`src/rtl/vga_scan.sv`:
```
// 640x480@60 raster timing around the compositor: x/y out, delayed colour/sync in-out, blanking.
// Optional VGA_SCAN_TESTPAT_EN replaces pix_in with eight vertical colour bars.
module vga_scan #(
  parameter int CLK_DIV = 4,
  parameter int PIX_LAT = 1,
  parameter int H_VIS   = 640,
  parameter int H_FP    = 16,
  parameter int H_SYNC  = 96,
  parameter int H_BP    = 48,
  parameter int V_VIS   = 480,
  parameter int V_FP    = 10,
  parameter int V_SYNC  = 2,
  parameter int V_BP    = 33
) (
  input  logic        clk,
  input  logic        rst,
  input  logic [11:0] pix_in,
  output logic [9:0]  x,
  output logic [8:0]  y,
  output logic        video_on,
  output logic        frame_start,
  output logic        hs,
  output logic        vs,
  output logic [3:0]  r,
  output logic [3:0]  g,
  output logic [3:0]  b
);

  localparam int H_TOT  = H_VIS + H_FP + H_SYNC + H_BP;
  localparam int V_TOT  = V_VIS + V_FP + V_SYNC + V_BP;
  localparam int DIV_W  = $clog2(CLK_DIV);
  localparam int PIPE_D = (PIX_LAT > 0) ? PIX_LAT : 1;

  localparam logic [DIV_W-1:0] DIV_LAST = DIV_W'(CLK_DIV - 1);
  localparam logic [9:0] H_VIS_C  = 10'(H_VIS);
  localparam logic [9:0] V_VIS_C  = 10'(V_VIS);
  localparam logic [9:0] H_LAST   = 10'(H_TOT - 1);
  localparam logic [9:0] V_LAST   = 10'(V_TOT - 1);
  localparam logic [9:0] HS_BEG   = 10'(H_VIS + H_FP);
  localparam logic [9:0] HS_END   = 10'(H_VIS + H_FP + H_SYNC);
  localparam logic [9:0] VS_BEG   = 10'(V_VIS + V_FP);
  localparam logic [9:0] VS_END   = 10'(V_VIS + V_FP + V_SYNC);

`ifdef VGA_SCAN_TESTPAT_EN
  localparam int PW = 6;
  localparam logic [9:0] BAR_W = 10'(H_VIS / 8);
`else
  localparam int PW = 3;
`endif

  // Pipeline idle word: not visible, both syncs deasserted (high).
  localparam logic [PW-1:0] PIPE_IDLE = PW'(3'b011);

  logic [DIV_W-1:0] div;
  logic             tick;
  logic [9:0]       h_cnt;
  logic [9:0]       v_cnt;
  logic [9:0]       h_nxt;
  logic [9:0]       v_nxt;
  logic             act;
  logic             hs_raw;
  logic             vs_raw;
  logic [PW-1:0]    raw;
  logic [PW-1:0]    tail;
  logic [11:0]      rgb_src;

  assign tick = (div == DIV_LAST);

  always_comb begin
    h_nxt = h_cnt + 10'd1;
    v_nxt = v_cnt;
    if (h_cnt == H_LAST) begin
      h_nxt = '0;
      v_nxt = (v_cnt == V_LAST) ? 10'd0 : v_cnt + 10'd1;
    end
  end

  // Timing flags describe the position currently shown on x/y, so they line up with pix_in.
  assign act    = (h_cnt < H_VIS_C) && (v_cnt < V_VIS_C);
  assign hs_raw = !((h_cnt >= HS_BEG) && (h_cnt < HS_END));
  assign vs_raw = !((v_cnt >= VS_BEG) && (v_cnt < VS_END));

`ifdef VGA_SCAN_TESTPAT_EN
  logic [9:0] bar_full;
  assign bar_full = h_cnt / BAR_W;
  assign raw      = {bar_full[2:0], act, hs_raw, vs_raw};

  always_comb begin
    case (tail[5:3])
      3'd0:    rgb_src = 12'hFFF;
      3'd1:    rgb_src = 12'hFF0;
      3'd2:    rgb_src = 12'h0FF;
      3'd3:    rgb_src = 12'h0F0;
      3'd4:    rgb_src = 12'hF0F;
      3'd5:    rgb_src = 12'hF00;
      3'd6:    rgb_src = 12'h00F;
      default: rgb_src = 12'h000;
    endcase
  end
`else
  assign raw     = {act, hs_raw, vs_raw};
  assign rgb_src = pix_in;
`endif

  generate
    if (PIX_LAT == 0) begin : g_no_pipe
      assign tail = raw;
    end else begin : g_pipe
      logic [PIPE_D-1:0][PW-1:0] pipe;

      always_ff @(posedge clk) begin
        if (rst) begin
          for (int i = 0; i < PIPE_D; i++) pipe[i] <= PIPE_IDLE;
        end else if (tick) begin
          pipe[0] <= raw;
          for (int i = 1; i < PIPE_D; i++) pipe[i] <= pipe[i-1];
        end
      end

      assign tail = pipe[PIPE_D-1];
    end
  endgenerate

  always_ff @(posedge clk) begin
    if (rst) begin
      div         <= '0;
      h_cnt       <= '0;
      v_cnt       <= '0;
      x           <= '0;
      y           <= '0;
      video_on    <= 1'b0;
      frame_start <= 1'b0;
      hs          <= 1'b1;
      vs          <= 1'b1;
      {r, g, b}   <= 12'h000;
    end else begin
      div         <= tick ? '0 : div + DIV_W'(1);
      frame_start <= 1'b0;
      if (tick) begin
        h_cnt       <= h_nxt;
        v_cnt       <= v_nxt;
        x           <= (h_nxt < H_VIS_C) ? h_nxt : 10'd0;
        y           <= (v_nxt < V_VIS_C) ? v_nxt[8:0] : 9'd0;
        frame_start <= (h_cnt == H_LAST) && (v_cnt == V_LAST);
        video_on    <= tail[2];
        hs          <= tail[1];
        vs          <= tail[0];
        {r, g, b}   <= tail[2] ? rgb_src : 12'h000;
      end
    end
  end

endmodule
```
`config.mk`:
```
export PLATFORM = sky130hd
export DESIGN_NAME = vga_scan
export DESIGN_NICKNAME = d
export VERILOG_FILES = /design/src/rtl/vga_scan.sv
export SDC_FILE = /design/constraint.sdc
export NUM_CORES = 1
export LEC_CHECK = 0
export BUFFER_PORTS_ARGS = -buffer_cell sky130_fd_sc_hd__buf_2
export CELL_PAD_IN_SITES_DETAIL_PLACEMENT = 0
export CELL_PAD_IN_SITES_GLOBAL_PLACEMENT = 1
export CORE_MARGIN = 3
export CORE_UTILIZATION = 42
export DETAILED_ROUTE_END_ITERATION = 8
export PLACE_DENSITY_LB_ADDON = 0.1
export SYNTH_ARGS = -nofsm -noshare
export SYNTH_HDL_FRONTEND = slang
export SYNTH_SLANG_ARGS = --single-unit
```
`constraint.sdc`:
```
create_clock -name clk -period 6.75 [get_ports clk]
set_input_delay 0 -clock clk [delete_from_list [all_inputs] [get_ports clk]]
set_output_delay 0 -clock clk [all_outputs]
set_load 0.02 [all_outputs]
```
==> flow_summary.yaml <==
layout:
  nets: 386
  most-common-layout-cells: "dfxtp_1, nand2_1, buf_2"
  multi_input_area_mm2: 0.00143
  utilization_pct: 54.2
  fillers: 580
  finalNonFillerCells: 446
  seqCellArea_mm2: 0.00120
  n_antenna_cell: 0
  areaGrowthSynthToFinish_pct: 20.4
  mostFrequentLayoutCell: "dfxtp_1"
  drive_gt1_share_pct: 21.0
floorplan:
  rows: 28
  dieArea_mm2: 0.00761
  ioPinCount: 49
  die_w_um: 87.3
  initial_core_util_pct: 45.0
  coreArea_mm2: 0.00617
  die_height_um: 87.3
cts:
  postCtsSetupBuffers: 0
  insertion_delay_ns: 0.33
  cts_num_sinks: 60
  cts_resized: 0
  cts.path.max_buffers: 2
  cts_hold_buf: 12
  cts_buffers: 9
  root_buffer: "clkbuf_8"
  cts_tree: "built"
  cts_htree_levels: 3
  path_clk_slew_ns: 0.07
place:
  io_buffer_count: 48
  placedCellCount: 419
  place_congestion: 0.807
  dp_hpwl_mm: 4.40
drt:
  drtAntennaViolNets: 0
  drt-pass1-iter-count: 4
  dr.first_iter.drc_count: 95
  topRoutingLayerUsed: "met4"
  wl_per_cell_um: 14.7
  drt-met1-wl_mm: 3.30
  vias: 2394
  wl_met2_mm: 2.76
  drt-total-wl_mm: 6.54
  dr_wl_met3_um: 387
  drcViolationCount: 0
  post_drt_via_cell_ratio: 5.37
logic_synthesis:
  ys_warn_count: 0
  async_flop_share_pct: 0
  syn-num-nets: 336
  synth.ff_latch_count: 60
  yosysUniqueCellTypes: 55
  ys_seq_area_share_pct: 43.3
  synthFlopType: "dfxtp_1"
  synth.avg_cell_area_um2: 8.75
  netlist_instances: 317
  netlist_area_mm2: 0.00277
  synth_edf_count: 0
timing:
  whs_ns: 0.121
  period_share_pct: 41.7
  rsz0062_at_grt: "false"
  fmax_ghz: 0.355
  finalHoldViolCount: 0
  tightest_slew_ns: 0.787
  finClkSkew_ns: 0.00806
  slew_violations: 0
  slew_headroom_pct: 46.8
  setup_viol: 0
  tns_ns: 0
  final.min_clock_period_ns: 2.81
power_and_ir_drop:
  swShare_pct: 22.4
  peakVddDrop_v: 0.000125
  cellPowerDensity_mw_per_mm2: 222
  internal_power_w: 0.000575
  pwr-share-seq_pct: 48.9
  power_frac_clock_pct: 45.4
  power_w: 0.000741
  p_sw_w: 0.000166
  pwr-share-comb_pct: 5.7
  leakage_nw: 1.30
setup_path:
  cp.arrival_ns: 3.01
  start_kind: "flip-flop"
  crit_buf_inv: 0
  critical_path_class: "flip-flop to flip-flop"
  cp_max_fo: 9
  slowest_delay_ns: 0.59
  slowest_stage: "or3_1"
  crit_required_ns: 6.94
  crit_chain: "ha_1 > nand4_1 > or3_1 > o31a_1 > o21ai_0 > o31ai_1"
  cp-end-kind: "flip-flop"
  crit_family: "compound AO/OA/AOI/OAI gates"
status:
  status: "finished, final reports clean"
grt:
  grt_pass1_vias: 2208
  grt_usage_pct: 18.5
  grt_pass1_wl_mm: 10.9
  grt_max_degree: 27
  antenna_found_initial: 0
  globalRouteOverflowTotal: 0
hold_path:
  hold_class: "input pin to flip-flop"
job:
  max_cap_violations: 0
[stage by stage]
stage | setup slack [ns] | area (um^2)
after floorplan | 4.31 | 2770
after global placement | 4.04 | 3010
after detailed placement | 3.96 | 3010
after CTS | 3.95 | 3340
after global routing | 3.73 | 3340
final | 3.94 | 3340
[routing by layer]
metal  global-route usage [%]  up-vias
li1                         -     1228
met1                     25.8     1089
met2                     27.4       67
met3                     4.82       10
met4                     7.11        0
met5                        0        -
[logic make-up after synthesis]
family                     Yosys count  synth area share, %
and+or+nand+nor                    127                 23.0
AOI/OAI and AO/OA                   71                 18.8
DFF                                 60                 43.3
buffers and inverters               32                 5.37
xor gates and xnor gates            17                 5.37
muxes                                5                 1.90
adders and majority gates            5                 2.26
[worst paths after layout]
check | start | end | slack, ns | depth (start not counted)
max | h_cnt[0]$_SDFFE_PP0P_ | y[0]$_SDFFE_PP0P_ | 3.94 | 6
min | rst | h_cnt[8]$_SDFFE_PP0P_ | 0.12 | 2
max reg2reg | h_cnt[0]$_SDFFE_PP0P_ | y[0]$_SDFFE_PP0P_ | 3.94 | 6
min reg2reg | div[0]$_SDFF_PP0_ | div[0]$_SDFF_PP0_ | 0.43 | 1
[synth_stat cells (2+ instances only)]
master    count  share of area (%)
a211o_1       4                1.3
a211oi_1      2               0.54
a21o_1        2               0.54
a21oi_1      10                1.8
a22o_1       13                4.1
a31oi_1       2               0.45
and2_1        3               0.68
and3_1        4               0.90
and4_1        2               0.63
buf_2         2               0.36
buf_6         3                1.2
clkbuf_1     16                2.2
dfxtp_1      60                 43
ha_1          5                2.3
inv_1         9                1.2
mux2_2        2               0.81
mux2i_1       3                1.1
nand2_1      48                6.5
nand2b_1      3               0.68
nand3_1      13                2.3
nand4_1       3               0.68
nand4b_1      3               0.95
nor2_1       17                2.3
nor2b_1       3               0.68
nor3_1       10                1.8
nor4_1        5                1.1
o21ai_0      13                2.3
o21ai_1       2               0.36
o22a_1        2               0.63
o31ai_1      10                2.7
or3_1         4               0.90
xnor2_1      12                3.8
xor2_1        5                1.6
[power by group through the flow]
stage          Clock, W  Combinational (W)  Sequential [W]
2_1_floorplan         0          0.0000247        0.000371
6_report       0.000336          0.0000426        0.000362
3_3_place_gp          0          0.0000374        0.000370
4_1_cts        0.000348          0.0000426        0.000362
3_5_place_dp          0          0.0000371        0.000370
5_1_grt        0.000364          0.0000483        0.000363
[state kept, by name, summed over array words and instances (netlist names)]
signal and count:
x 10, y 9, r 4, frame_start 1, h_cnt 10, div 2, b 4, g_pipe.pipe 3
v_cnt 10, g 4, hs 1, vs 1, video_on 1
[area by class of cell]
| class | count | area share (%) |
|---|---|---|
| Multi-Input combinational cell | 225 | 42.7 |
| Sequential cell | 60 | 36.0 |
| Timing Repair Buffer | 62 | 11.2 |
| Clock buffer | 12 | 4.95 |
| Tap cell | 75 | 2.81 |
| Clock inverter | 3 | 1.35 |
| Inverter | 9 | 1.01 |
(Power assumes the default switching activity.)
